--- src/rtl/warning_annunciator.sv ---
// warning_annunciator: registers the car_safety_system LED bus, turns the two
// priority warnings into fast/slow blink and drives a timed, burst-limited,
// acknowledgeable chime.
module warning_annunciator #(
  parameter int TICK_CYCLES      = 1_000_000,
  parameter int BLINK_TICKS      = 25,
  parameter int CHIME_ON_TICKS   = 20,
  parameter int CHIME_OFF_TICKS  = 30,
  parameter int CHIME_MAX_BURSTS = 6
) (
  input  logic        clk,
  input  logic        rst,
  input  logic [15:0] status_in,
  input  logic        ack_in,
  output logic [15:0] led_out,
  output logic        chime_out
);

  localparam int CHM_MAX = (CHIME_ON_TICKS > CHIME_OFF_TICKS) ? CHIME_ON_TICKS : CHIME_OFF_TICKS;
  localparam int PRE_W   = (TICK_CYCLES > 1)     ? $clog2(TICK_CYCLES)     : 1;
  localparam int BLK_W   = (2 * BLINK_TICKS > 1) ? $clog2(2 * BLINK_TICKS) : 1;
  localparam int CHM_W   = (CHM_MAX > 1)         ? $clog2(CHM_MAX)         : 1;

  localparam logic [PRE_W-1:0] PRE_LAST  = PRE_W'(TICK_CYCLES - 1);
  localparam logic [BLK_W-1:0] BLK_HALF  = BLK_W'(BLINK_TICKS - 1);
  localparam logic [BLK_W-1:0] BLK_LAST  = BLK_W'(2 * BLINK_TICKS - 1);
  localparam logic [CHM_W-1:0] ON_LAST   = CHM_W'(CHIME_ON_TICKS - 1);
  localparam logic [CHM_W-1:0] OFF_LAST  = CHM_W'(CHIME_OFF_TICKS - 1);
  localparam logic [7:0]       MAX_BURST = 8'(CHIME_MAX_BURSTS);

  typedef enum logic [1:0] {S_IDLE, S_ON, S_OFF, S_MUTED} state_t;

  logic [15:0]      r_status_q;
  logic             r_hi_d;
  logic [PRE_W-1:0] r_blk_pre;
  logic [BLK_W-1:0] r_blk_cnt;
  logic             r_fast_ph;
  logic             r_slow_ph;
  logic [PRE_W-1:0] r_chm_pre;
  logic [CHM_W-1:0] r_chm_cnt;
  logic [7:0]       r_burst_cnt;
  state_t           r_state;
  logic [15:0]      r_led;
  logic             r_chime;

  logic             w_blk_tick;
  logic             w_chm_tick;
  logic             w_trig;
  logic             w_hi;
  logic             w_hi_rise;
  logic             w_on_done;
  logic             w_off_done;
  state_t           w_next;
  logic [7:0]       w_burst_nxt;

  assign w_blk_tick = (r_blk_pre == PRE_LAST);
  assign w_chm_tick = (r_chm_pre == PRE_LAST);
  assign w_trig     = r_status_q[14] | r_status_q[13];
  assign w_hi       = r_status_q[13];
  assign w_hi_rise  = r_status_q[13] & ~r_hi_d;
  assign w_on_done  = w_chm_tick && (r_chm_cnt == ON_LAST);
  assign w_off_done = w_chm_tick && (r_chm_cnt == OFF_LAST);

  assign led_out   = r_led;
  assign chime_out = r_chime;

  // Input stage plus previous high-priority bit for rising-edge re-arm
  always_ff @(posedge clk) begin
    if (rst) begin
      r_status_q <= '0;
      r_hi_d     <= 1'b0;
    end else begin
      r_status_q <= status_in;
      r_hi_d     <= r_status_q[13];
    end
  end

  // Free-running blink timebase; phases start at 1 so warnings light at once
  always_ff @(posedge clk) begin
    if (rst) begin
      r_blk_pre <= '0;
      r_blk_cnt <= '0;
      r_fast_ph <= 1'b1;
      r_slow_ph <= 1'b1;
    end else begin
      r_blk_pre <= w_blk_tick ? '0 : r_blk_pre + PRE_W'(1);
      if (w_blk_tick) begin
        if (r_blk_cnt == BLK_LAST) begin
          r_blk_cnt <= '0;
          r_fast_ph <= ~r_fast_ph;
          r_slow_ph <= ~r_slow_ph;
        end else begin
          r_blk_cnt <= r_blk_cnt + BLK_W'(1);
          if (r_blk_cnt == BLK_HALF) r_fast_ph <= ~r_fast_ph;
        end
      end
    end
  end

  // Chime next state; abort beats ack, ack beats timer expiry
  always_comb begin
    w_next      = r_state;
    w_burst_nxt = r_burst_cnt;
    case (r_state)
      S_IDLE: begin
        if (w_trig) begin
          w_next      = S_ON;
          w_burst_nxt = 8'd1;
        end
      end
      S_ON: begin
        if (!w_trig)                w_next = S_IDLE;
        else if (ack_in && !w_hi)   w_next = S_MUTED;
        else if (w_on_done)         w_next = S_OFF;
      end
      S_OFF: begin
        if (!w_trig)                w_next = S_IDLE;
        else if (ack_in && !w_hi)   w_next = S_MUTED;
        else if (w_off_done) begin
          if (r_burst_cnt == MAX_BURST) begin
            w_next = S_MUTED;
          end else begin
            w_next      = S_ON;
            w_burst_nxt = r_burst_cnt + 8'd1;
          end
        end
      end
      S_MUTED: begin
        if (!w_trig) begin
          w_next = S_IDLE;
        end else if (w_hi_rise) begin
          w_next      = S_ON;
          w_burst_nxt = 8'd1;
        end
      end
      default: w_next = S_IDLE;
    endcase
  end

  // Chime state and phase timer; timer restarts on every state change
  always_ff @(posedge clk) begin
    if (rst) begin
      r_state     <= S_IDLE;
      r_burst_cnt <= '0;
      r_chm_pre   <= '0;
      r_chm_cnt   <= '0;
    end else begin
      r_state     <= w_next;
      r_burst_cnt <= w_burst_nxt;
      if (w_next != r_state) begin
        r_chm_pre <= '0;
        r_chm_cnt <= '0;
      end else if (r_state == S_ON || r_state == S_OFF) begin
        r_chm_pre <= w_chm_tick ? '0 : r_chm_pre + PRE_W'(1);
        if (w_chm_tick) r_chm_cnt <= r_chm_cnt + CHM_W'(1);
      end
    end
  end

  // Registered LED bus and chime drive
  always_ff @(posedge clk) begin
    if (rst) begin
      r_led   <= '0;
      r_chime <= 1'b0;
    end else begin
      r_led   <= {r_status_q[15], (w_next == S_ON),
                  r_status_q[13] & r_fast_ph, r_status_q[12] & r_slow_ph,
                  r_status_q[11:0]};
      r_chime <= (w_next == S_ON);
    end
  end

endmodule

--- config.mk ---
export PLATFORM = sky130hd
export DESIGN_NAME = warning_annunciator
export DESIGN_NICKNAME = d
export VERILOG_FILES = /design/src/rtl/warning_annunciator.sv
export SDC_FILE = /design/constraint.sdc
export NUM_CORES = 1
export LEC_CHECK = 0
export BUFFER_PORTS_ARGS = -buffer_cell sky130_fd_sc_hd__buf_2
export CORE_MARGIN = 2
export CORE_UTILIZATION = 28
export CTS_BUF_LIST = sky130_fd_sc_hd__clkbuf_4
export CTS_CLUSTER_SIZE = 28
export DETAILED_ROUTE_END_ITERATION = 16
export PLACE_DENSITY = 0.41
export SLEW_MARGIN = 20
export SYNTH_ARGS = -nofsm -noshare
export SYNTH_HDL_FRONTEND = slang
export SYNTH_SLANG_ARGS = --single-unit
--- constraint.sdc ---
create_clock -name clk -period 3.9 [get_ports clk]
set_input_delay 0.195 -clock clk [delete_from_list [all_inputs] [get_ports clk]]
set_output_delay 0.195 -clock clk [all_outputs]
set_load 0.05 [all_outputs]
# After elaboration in Yosys (flattened, before gate mapping)
# Index checks and enable logic that the tools add are counted.
# Widths: inputs -> output; s select.
op_classes:
  n_addsub: 5
  eq_ne: 19
  mux: 23
  bitwise: 7
  reduce_logical: 14
op_table:
  columns: ["cell", "count"]
  rows:
  - ["$mux 8", 7]
  - ["$add 20x1->20 const B", 2]
  - ["$eq 20x20->1 const B", 2]
  - ["$pmux 8 s3", 1]
  - ["$mux 2", 10]
  - ["$mux 20", 1]
  - ["$ne 2x2->1 const B", 7]
  - ["$eq 5x5->1 const B", 2]
  - ["$add 8x1->8 const B", 1]
  - ["$eq 8x3->1 const B", 1]
  - ["$pmux 2 s4", 1]
  - ["$reduce_and 8->1", 1]
  - ["$add 6x1->6 const B", 1]
  - ["$eq 6x5->1 const B", 1]
  - ["$eq 6x6->1 const B", 1]
  - ["$mux 6", 1]
  - ["$reduce_and 2->1", 3]
  - ["$add 5x1->5 const B", 1]
  - ["$eq 2x1->1 const B", 2]
  - ["$eq 2x2->1 const B", 2]
  - ["$reduce_or 2->1", 2]
  - ["$and 1x1->1", 3]
  - ["$logic_and 1x1->1", 3]
  - ["$not 1->1", 3]
  - ["8 further kinds", 9]
totals:
  regBits: 97
  in_bits: 19
  output_inout_bits: 17
  word_cells: 80

# Longest topological paths before layout
# Gate-level depths: netlist (run 1).
logic_depth:
  word_depth: 8
  ltp_mapped: 9
  depth_no_buf: 8

# Least setup slack after synthesis (run 1)
# Ideal clock, no wire load.
synth_path:
  kind: "reg-to-reg"
  start: "register r_chm_pre[0]"
  end: "register r_chm_pre[10]"
  t_arrival_ns: 2.217
  setup_slack_ns: 1.541
  stages_incl_launch_ff: 10
  n_path_buf: 2
  period_less_slack_ns: 2.359
  path_cell_list: "dfxtp_1 -> ha_1 -> nand4bb_1 -> or4_1 -> clkbuf_1 -> o21ai_1 -> a221oi_2 -> xnor2_1 -> buf_4 -> nor4_2"
synth_via:
  elab_chain_len: 8
synth_rtl:
  columns: ["item", "line", "rtl"]
  rows:
  - ["from (decl)", "39", "logic [PRE_W-1:0] r_chm_pre;"]
  - ["from (signal assigned)", "154", "r_chm_pre <= w_chm_tick ? '0 : r_chm_pre + PRE_W'(1);"]
  - ["$eq 20x20->1", "57", "assign w_chm_tick = (r_chm_pre == PRE_LAST);"]
  - ["$logic_and 1x1->1 (on tied branches)", "62, 61", null]
  - ["$mux 2 (on tied branches)", "119, 114", null]
  - ["$mux 2 (on tied branches)", "118, 113", null]
  - ["$mux 2 (on tied branches)", "117, 112", null]
  - ["$pmux 2 s4", "104", "case (r_state)"]
  - ["$ne 2x2->1", "150", "if (w_next != r_state) begin"]
  - ["$reduce_or 2->1 (no line)", null, null]
# Several ways; a longest one is shown, not always the timed one.
# A chain may end at the register's enable or synchronous reset.

# Worst setup path in the final report (run 1)
layout_path:
  start: "register r_state[0]"
  end: "register r_chm_cnt[2]"
layout_via:
  elab_chain_len: 6
layout_rtl:
  columns: ["item", "line", "rtl"]
  rows:
  - ["from (decl)", "42", "state_t r_state;"]
  - ["from (signal assigned)", "148", "r_state <= w_next;"]
  - ["$mux 2 (on tied branches)", "119, 114", null]
  - ["$mux 2 (on tied branches)", "118, 113", null]
  - ["$mux 2 (on tied branches)", "117, 112", null]
  - ["$pmux 2 s4", "104", null]
  - ["$ne 2x2->1", "150", null]
  - ["$reduce_or 2->1 (no line)", null, null]
  - ["to (signal assigned)", "155", "if (w_chm_tick) r_chm_cnt <= r_chm_cnt + CHM_W'(1);"]
  - ["to (decl)", "40", "logic [CHM_W-1:0] r_chm_cnt;"]
# Several ways; a longest one is shown, not always the timed one.

==> impl_metrics.csv, run 1 <==
group,metric,value,unit
setup_path,start_kind,"flop",
job,drv_cap,0,
hold_path,min_path_cells,4,
synthesis,yosysSeqAreaShare,43.9,%
timing,slew_violations,0,
synthesis,synth_edf_count,0,
synthesis,async_reset_ff_share,0,%
setup_path,critPathCaptureType,"flop",
setup_path,cp.required,4.22,ns
timing,rsz0062_at_grt,"false",
synthesis,synthCells,466,
finish,drive_above_1_share,15.2,%
timing,hold_violations,0,
power_and_ir_drop,power_frac_comb,10.9,%
placed_design,place_hpwl,6230,um
setup_path,regToRegStartpoint,"r_state[0]$_SDFF_PP0_",
clock_network,cts_tree,"yes",
outcome,status,"finished, final reports clean",
setup_path,r2r_end,"r_chm_cnt[2]$_SDFFE_PP0P_",
global_routing,grt_pass1_wl,15800,um
synthesis,netlist-cell-type-count,54,
routing,drcViolationCount,0,
synthesis,ys_seq_elements,96,
routing,drtIter0Drc,132,
clock_network,cts_buffers,9,
clock_network,root_buffer,"clkbuf_4",
power_and_ir_drop,irDropWorstVdd,0.150,mV
synthesis,syn_nets,500,
power_and_ir_drop,power.density,339,mW/mm^2
routing,routed_wl,9180,um
power_and_ir_drop,power_frac_seq,59.1,%
hold_path,hold_path_class,"in2reg",
timing,maxSlewHeadroom,46.3,%
hold_path,holdPathEnd,"r_state[0]$_SDFF_PP0_",
power_and_ir_drop,clkPwrFrac,30.0,%
finish,fin_nets,550,
global_routing,grt_usage,11.9,%
floorplanning,dieArea,0.0166,mm^2
routing,routed_via_density,4.51,
routing,drtPass1Iterations,4,
floorplanning,die_y,129,um
global_routing,grt_max_degree,30,
power_and_ir_drop,internal_power,1.22,mW
setup_path,arrival,3.02,ns
global_routing,antenna_found_initial,0,
finish,final_util,33.2,%
timing,worst_slew_pin_slew,0.806,ns
finish,seq_area,0.00192,mm^2
timing,finalSetupViolCount,0,
routing,drt-wirelength-per-cell,12.5,um
clock_network,cts_resized,0,
finish,syn2layout_area_growth,15.9,%
clock_network,clock_latency,0.46,ns
power_and_ir_drop,netSwitchingFraction,29.4,%
routing,postRouteAntennaNets,0,
finish,nFillCells,1585,
clock_network,cts_sinks,96,
setup_path,crit_type,"reg2reg",
setup_path,r2r_setup_slack,1.21,ns
floorplanning,die_w,129,um
synthesis,synth_top_flop_cell,"dfxtp_1",
placed_design,io_buffers,35,
clock_network,clkSlewWorstSetupHoldPaths,0.15,ns
synthesis,avgSynthCellArea,9.39,um^2
clock_network,clockBufferDepth,2,
global_routing,overflow,0,
placed_design,place.gp.congestion,0.764,
synthesis,synthesis.area,0.00438,mm^2
floorplanning,coreArea,0.0153,mm^2
power_and_ir_drop,leakage,1.82,nW
setup_path,rr_worst_depth,9,
floorplanning,start_util,28.7,%
floorplanning,rows,45,
routing,vias,3299,
synthesis,ys.warnings.count,0,
clock_network,cts_setup_buffers,0,
timing,whs,0.247,ns
timing,layout_min_cycle_time,2.69,ns
setup_path,crit_path_max_fanout,25,
timing,timing.final.crit_share,69.1,%
global_routing,grt_pass1_vias,3262,
timing,skew,0.0132,ns
finish,multi_input_area,0.00231,mm^2
clock_network,htree_levels,3,
power_and_ir_drop,power.switching,506,uW
hold_path,worstHoldStart,"ack_in",
finish,diodes,0,
timing,fin_tns_setup,0,ns
floorplanning,ios,36,
timing,fmax,371,MHz
-- how the worst max path moves through the flow --
stage | start | endpoint | slack [ns] | cells after the start
floorplan | r_chm_pre[0]$_SDFFE_PP0P_ | r_chm_pre[10]$_SDFFE_PP0P_ | 1.54 | 9
global placement | r_state[0]$_SDFF_PP0_ | r_chm_cnt[3]$_SDFFE_PP0P_ | 1.31 | 9
detailed placement | r_state[0]$_SDFF_PP0_ | r_chm_cnt[3]$_SDFFE_PP0P_ | 1.25 | 9
CTS | r_state[0]$_SDFF_PP0_ | r_chm_pre[14]$_SDFFE_PP0P_ | 1.21 | 9
global route | r_state[0]$_SDFF_PP0_ | r_chm_pre[14]$_SDFFE_PP0P_ | 1.01 | 9
finish | r_state[0]$_SDFF_PP0_ | r_chm_cnt[2]$_SDFFE_PP0P_ | 1.21 | 9
-- synthesized netlist by cell type (all sizes together), types with 3 or more instances --
cell	instances	area share, %
nand4	18	2.6
inv	14	1.2
a21oi	6	0.69
nor4b	4	0.80
nor4	16	4.3
buf	10	1.4
nor2b	33	4.7
and3	9	1.3
nor3	23	2.7
xor2	34	6.8
o21ai	5	0.57
nand3	21	2.4
xnor2	19	3.8
and2	5	0.71
or3	5	0.71
nand3b	4	0.69
clkbuf	9	0.77
and4	6	1.2
nand2	24	2.1
nor2	50	4.3
ha	15	4.3
nor3b	4	0.69
nand2b	6	0.86
nand4b	3	0.60
a211oi	3	0.51
dfxtp	96	44
-- layout make-up --
cell class / count / area share, %
multi-input cells: 337 / 45.6
flip-flops and latches: 96 / 37.9
repair buffers: 58 / 7.65
well taps: 211 / 5.20
clock buffers: 9 / 1.33
clock inverters: 7 / 1.28
inverters: 14 / 1.04
-- registers in the layout (all words and copies together) (netlist names) --
name         count
r_fast_ph        1
r_blk_pre       20
r_hi_d           1
led_out         16
r_chm_pre       20
r_burst_cnt      8
r_state          2
r_blk_cnt        6
r_status_q      16
r_slow_ph        1
r_chm_cnt        5
-- through the flow --
stage	power (mW)	instance area [um^2]	instances	worst slack (ns)
CTS	1.76	5070	732	1.21
global route	1.82	5070	732	1.01
floorplan	1.17	4380	466	1.54
global placement	1.21	4780	700	1.31
finish	1.72	5070	732	1.21
detailed placement	1.21	4780	700	1.25
-- power by group through the flow --
stage	logic, mW	clock network (mW)	registers [mW]
after floorplan	0.110	0	1.06
after global placement	0.175	0	1.04
after CTS	0.188	0.558	1.02
final	0.187	0.517	1.02
after detailed placement	0.175	0	1.04
after global routing	0.205	0.595	1.02
-- worst max-delay path, stage by stage, from the launching register on --
cell	delay, ns
dfxtp_1	0.41
inv_1	0.22
ha_1	0.31
inv_1	0.11
or4_1	0.54
o211ai_2	0.19
o22ai_1	0.16
a22oi_4	0.14
buf_4	0.38
nor4_1	0.09
-- logic make-up (layout without fill, tap and decap cells) --
group | Yosys count | count (layout) | share of synthesized area (%)
xor+xnor | 53 | 53 | 10.6
fa+ha+maj | 15 | 15 | 4.29
buf+inv | 33 | 88 | 3.40
flops | 96 | 96 | 43.9
compound gates | 29 | 29 | 5.23
mux | 1 | 1 | 0.229
simple gates | 239 | 239 | 32.3
-- what timing repair did --
action,4_1_cts,5_1_grt
endpoints found under the hold margin,16,0
hold buffers,16,0
endpoints found under the setup margin,0,0
-- cell usage in the layout, fill, tap and decap left out, drive strengths merged, types with 2 or more instances in the layout --
master / Yosys / layout
o211ai: 2 / 2
dlygate4sd3: 0 / 16
nand3b: 4 / 4
inv: 14 / 17
nor3: 23 / 23
a211oi: 3 / 3
or4: 2 / 2
clkinv: 0 / 3
nor2b: 33 / 33
nor4: 16 / 16
o21ai: 5 / 5
nand3: 21 / 21
nand4: 18 / 18
clkbuf: 9 / 9
and3: 9 / 9
and4: 6 / 6
nor3b: 4 / 4
and2: 5 / 5
dfxtp: 96 / 96
nand4b: 3 / 3
buf: 10 / 42
a22oi: 2 / 2
nand4bb: 2 / 2
nand2: 24 / 24
ha: 15 / 15
nor4b: 4 / 4
o22ai: 2 / 2
a21oi: 6 / 6
nand2b: 6 / 6
or3: 5 / 5
xnor2: 19 / 19
nor2: 50 / 50
xor2: 34 / 34
-- layer usage --
metal | share of wire (%) | GRT usage [%] | wire (um)
met5 | 0 | 0 | 0
met4 | 1.4 | 3.52 | 129
met3 | 3.5 | 4.13 | 325
met2 | 48 | 19.7 | 4420
met1 | 47 | 14.7 | 4300
(Power assumes the default switching activity.)
==> inputs of run 2 (changes only) <==
==> constraint.sdc (replaced) <==
create_clock -name clk -period 2.7 [get_ports clk]
set_input_delay 0.135 -clock clk [delete_from_list [all_inputs] [get_ports clk]]
set_output_delay 0.135 -clock clk [all_outputs]
set_load 0.05 [all_outputs]
==> impl_metrics.csv, run 2 (synthesis gave the netlist of run 1 again) <==
group,metric,value,unit
global_routing,grt_pass1_wl,16200,um
clock_network,htree_levels,3,
global_routing,antenna_found_initial,0,
setup_path,cp.required,3.07,ns
timing,worst_slew_pin_slew,0.779,ns
finish,reg_top3,"r_blk_pre x20, r_chm_pre x20",
placed_design,place_ws,0.217,ns
floorplanning,coreArea,0.0153,mm^2
finish,nFillCells,1601,
global_routing,overflow,0,
routing,drtPass1Iterations,5,
global_routing,grt_max_degree,37,
placed_design,io_buffers,35,
finish,syn2layout_area_growth,18.4,%
placed_design,place_hpwl,6630,um
routing,drtIter0Drc,133,
floorplanning,die_w,129,um
finish,final_common_cell,"dfxtp_1",
floorplanning,ios,36,
clock_network,root_buffer,"clkbuf_4",
floorplanning,start_util,28.7,%
clock_network,clkSlewWorstSetupHoldPaths,0.15,ns
timing,maxSlewHeadroom,48.0,%
clock_network,cts_buffers,9,
timing,fmax,399,MHz
floorplanning,dieArea,0.0166,mm^2
timing,timing.final.crit_share,92.9,%
timing,skew,0.0139,ns
setup_path,arrival,2.88,ns
routing,drcViolationCount,0,
routing,routed_via_density,4.57,
power_and_ir_drop,leakage,1.89,nW
power_and_ir_drop,irDropWorstVdd,0.208,mV
setup_path,regToRegStartpoint,"r_state[0]$_SDFF_PP0_",
timing,fin_tns_setup,0,ns
timing,layout_min_cycle_time,2.51,ns
setup_path,start_kind,"flop",
floorplanning,rows,45,
routing,routed_wl,9330,um
finish,drive_above_1_share,16.6,%
floorplanning,die_y,129,um
outcome,status,"finished, final reports clean",
timing,whs,0.205,ns
clock_network,cts_sinks,96,
power_and_ir_drop,p_total,2.58,mW
routing,drt-wirelength-per-cell,12.6,um
hold_path,hold_path_class,"in2reg",
finish,final_cell_mix,"dfxtp_1, nor2_1, buf_2, xor2_1, nor2b_1",
job,drv_cap,0,
finish,fin_nets,559,
timing,finalSetupViolCount,0,
finish,diodes,0,
global_routing,grt_pass1_vias,3428,
clock_network,clockBufferDepth,2,
global_routing,grt_usage,12.2,%
clock_network,clock_latency,0.46,ns
setup_path,critPathCaptureType,"flop",
timing,hold_violations,0,
setup_path,crit_path_max_fanout,25,
setup_path,crit_type,"reg2reg",
clock_network,cts_tree,"yes",
power_and_ir_drop,power.density,497,mW/mm^2
placed_design,place.gp.congestion,0.803,
timing,fin_ws,0.193,ns
routing,postRouteAntennaNets,0,
timing,rsz0062_at_grt,"false",
hold_path,worstHoldStart,"ack_in",
setup_path,cp-startpoint,"r_state[0]$_SDFF_PP0_",
routing,vias,3385,
timing,slew_violations,0,
## run 2: changes by cell type in the layout (fill, tap and decap cells not counted), sizes merged
| cell | delta |
|---|---|
| clkbuf | +1 |
| bufinv | +1 |
| buf | +9 |
| clkinv | -2 |
## run 2: per-stage QoR
stage	utilization, %	area [um^2]	cells
finish	34.0	5180	741
detailed placement	31.9	4860	708
global placement	31.9	4860	708
floorplan	-	4380	466
CTS	33.9	5170	740
global route	34.0	5180	741
## run 2: path summary, 6_finish.rpt
| path | endpoint | slack, ns | depth (start not counted) |
|---|---|---|---|
| worst min register to register | led_out[12]$_SDFF_PP0_ | 0.43 | 2 |
| worst min-delay path | r_state[0]$_SDFF_PP0_ | 0.21 | 4 |
| worst max-delay path | r_chm_pre[14]$_SDFFE_PP0P_ | 0.19 | 9 |
| worst max register to register | r_chm_pre[14]$_SDFFE_PP0P_ | 0.19 | 9 |
## run 2: worst max-delay path: stages, from the launching register on
cell	delay (ns)
dfxtp_1	0.34
inv_1	0.17
ha_1	0.32
inv_1	0.12
or4_1	0.54
o211ai_2	0.20
o21bai_4	0.16
a22oi_4	0.09
buf_12	0.19
nor4b_1	0.29
## run 2: cell type report
| class | instances | area, um^2 | area share, % |
|---|---|---|---|
| clock buffers | 10 | 75.1 | 1.45 |
| clock inverters | 6 | 75.1 | 1.45 |
| inverters | 14 | 52.6 | 1.01 |
| multi-input cells | 337 | 2310 | 44.6 |
| flip-flops and latches | 96 | 1920 | 37.1 |
| well taps | 211 | 264 | 5.09 |
| repair buffers | 67 | 480 | 9.27 |
## run 2: report_power, final
group,leakage [nW],total (mW),switching [mW],internal (mW)
logic,1.02,0.288,0.181,0.108
registers,0.782,1.47,0.0163,1.45
clock network,0.0795,0.821,0.513,0.308
total,1.89,2.58,0.710,1.87
## run 2: metal layers
metal	global-route usage (%)	part of all wire, %	vias up
met5	0	0	-
met4	3.84	1.1	0
met3	3.92	3.0	7
met2	20.9	49	34
met1	14.5	47	1617
li1	-	-	1727
## run 2: repair_timing
action / 4_1_cts / 5_1_grt
hold endpoints to repair: 16 / 0
buffers inserted: 0 / 1
resized for setup: 0 / 0
setup endpoints to repair: 0 / 1
hold buffers: 16 / 0
==> inputs of run 3 (changes only) <==
--- a/config.mk
+++ b/config.mk
@@ -6,12 +6,14 @@
 export NUM_CORES = 1
 export LEC_CHECK = 0
 export BUFFER_PORTS_ARGS = -buffer_cell sky130_fd_sc_hd__buf_2
+export CORE_ASPECT_RATIO = 0.6
 export CORE_MARGIN = 2
 export CORE_UTILIZATION = 28
 export CTS_BUF_LIST = sky130_fd_sc_hd__clkbuf_4
 export CTS_CLUSTER_SIZE = 28
 export DETAILED_ROUTE_END_ITERATION = 16
 export PLACE_DENSITY = 0.41
+export REMOVE_ABC_BUFFERS = 1
 export SLEW_MARGIN = 20
 export SYNTH_ARGS = -nofsm -noshare
 export SYNTH_HDL_FRONTEND = slang
==> impl_metrics.csv, run 3 (synthesis gave the netlist of run 1 again) <==
group,metric,value,unit
power_and_ir_drop,clkPwrFrac,31.4,%
clock_network,clock_latency,0.47,ns
hold_path,min_path_cells,4,
global_routing,overflow,0,
placed_design,dpl.cell_count,699,
finish,reg_top3,"r_blk_pre x20, r_chm_pre x20",
setup_path,slowest_stage,"or4_4",
power_and_ir_drop,power.switching,779,uW
floorplanning,die_y,101,um
routing,vias,3305,
clock_network,htree_levels,3,
global_routing,grt_pass1_vias,3134,
clock_network,cts_tree,"yes",
clock_network,root_buffer,"clkbuf_4",
floorplanning,ios,36,
placed_design,place.gp.congestion,0.787,
routing,routed_wl,9180,um
power_and_ir_drop,power_frac_comb,11.3,%
finish,stdcell_count,732,
timing,hold_violations,0,
finish,diodes,0,
floorplanning,coreArea,0.0153,mm^2
finish,final_cell_mix,"dfxtp_1, nor2_1, buf_2, xor2_1, nor2b_1",
power_and_ir_drop,internal_power,1.79,mW
setup_path,crit_type,"reg2reg",
setup_path,cp.required,3.08,ns
setup_path,crit_path_max_fanout,25,
setup_path,crit_family,"simple AND/OR/NAND/NOR gates",
routing,routed_via_density,4.52,
finish,final_area,0.00517,mm^2
setup_path,start_kind,"flop",
timing,fmax,400,MHz
floorplanning,start_util,28.6,%
routing,postRouteAntennaNets,0,
finish,drive_above_1_share,16.8,%
clock_network,clkSlewWorstSetupHoldPaths,0.17,ns
timing,slew_violations,0,
setup_path,max_stage_delay,0.58,ns
power_and_ir_drop,power.density,496,mW/mm^2
clock_network,clockBufferDepth,2,
power_and_ir_drop,p_total,2.57,mW
global_routing,grt_pass1_wl,15800,um
setup_path,arrival,2.88,ns
setup_path,critical_path.cell_chain,"ha_1 > nand4bb_1 > or4_4 > o21ai_1 > a221oi_2 > buf_4 > xnor2_2 > buf_12 > nor4b_1",
timing,timing.final.crit_share,92.6,%
global_routing,grt_usage,11.9,%
power_and_ir_drop,power_frac_seq,57.2,%
finish,fin_nets,558,
routing,drt-wirelength-per-cell,12.5,um
placed_design,io_buffers,35,
job,drv_cap,0,
timing,layout_min_cycle_time,2.50,ns
routing,drcViolationCount,0,
finish,final_util,33.7,%
setup_path,cp.depth,9,
floorplanning,die_w,165,um
floorplanning,dieArea,0.0167,mm^2
finish,syn2layout_area_growth,18.1,%
global_routing,antenna_found_initial,0,
setup_path,rr_worst_depth,9,
global_routing,grt_max_degree,36,
placed_design,place_hpwl,6340,um
timing,skew,0.0231,ns
timing,whs,0.185,ns
clock_network,cts_buffers,9,
power_and_ir_drop,netSwitchingFraction,30.3,%
outcome,status,"finished, final reports clean",
power_and_ir_drop,irDropWorstVdd,0.202,mV
timing,finalSetupViolCount,0,
timing,worst_slew_pin_slew,0.765,ns
finish,final_common_cell,"dfxtp_1",
routing,drtPass1Iterations,4,
hold_path,hold_path_class,"in2reg",
routing,drtIter0Drc,223,
timing,maxSlewHeadroom,49.0,%
clock_network,cts_sinks,96,
power_and_ir_drop,leakage,1.88,nW
setup_path,critPathCaptureType,"flop",
placed_design,dpl_cell_area,0.00485,mm^2
setup_path,worst-path-buf-inv,2,
floorplanning,rows,35,
[run 3: cell count changes in the layout (fill, tap and decap cells not counted), sizes merged]
cell      previous run  this run
clkinvlp             1         0
inv                 17        18
clkinv               1         3
bufinv               1         0
clkbuf              10         9
buf                 51        50
[run 3: area by class of cell]
cell class / count / area [um^2]
Clock buffer: 9 / 67.6
Clock inverter: 7 / 81.3
Fill cell: 1615 / 10200
Inverter: 14 / 52.6
Multi-Input combinational cell: 337 / 2320
Sequential cell: 96 / 1920
Tap cell: 203 / 254
Timing Repair Buffer: 66 / 473
[run 3: metal layers]
metal	GRT usage (%)	part of all wire [%]	wire length (um)	vias to the layer above
li1	-	-	-	1727
met1	17.9	57	5220	1542
met2	16.6	39	3580	32
met3	3.37	3.6	327	4
met4	2.39	0.54	50	0
met5	0	0	0	-
[run 3: worst reg2reg max path, delay by kind of cell, from the launching register on]
kind,cells,cell delay (ns)
buf+inv,2,0.34
simple gates,3,1.00
xor+xnor,1,0.15
compound gates,2,0.29
fa+ha+maj,1,0.24
flops,1,0.41
[run 3: path summary, 6_finish.rpt]
path / start / endpoint / slack, ns
max: r_chm_pre[0]$_SDFFE_PP0P_ / r_chm_pre[14]$_SDFFE_PP0P_ / 0.20
min: ack_in / r_state[0]$_SDFF_PP0_ / 0.19
max reg2reg: r_chm_pre[0]$_SDFFE_PP0P_ / r_chm_pre[14]$_SDFFE_PP0P_ / 0.20
min reg2reg: r_status_q[12]$_SDFF_PP0_ / led_out[12]$_SDFF_PP0_ / 0.44
[run 3: power groups by stage]
stage	registers (mW)	logic [mW]	clock network, mW
after floorplan	1.54	0.123	0
after global placement	1.50	0.274	0
after detailed placement	1.50	0.273	0
after CTS	1.47	0.292	0.855
after global routing	1.47	0.318	0.912
final	1.47	0.291	0.806
[run 3: metrics by stage]
step / setup WS, ns / setup TNS, ns
3_5_place_dp: 0.135 / 0
4_1_cts: 0.124 / 0
3_3_place_gp: 0.152 / 0
2_1_floorplan: -0.654 / -15.57
6_report: 0.201 / 0
5_1_grt: -0.0122 / -0.0122
[run 3: what timing repair did]
action	4_1_cts	5_1_grt
gates resized for setup	0	2
endpoints found under the setup margin	0	19
hold buffers	16	0
endpoints found under the hold margin	16	0
buffers inserted	0	1
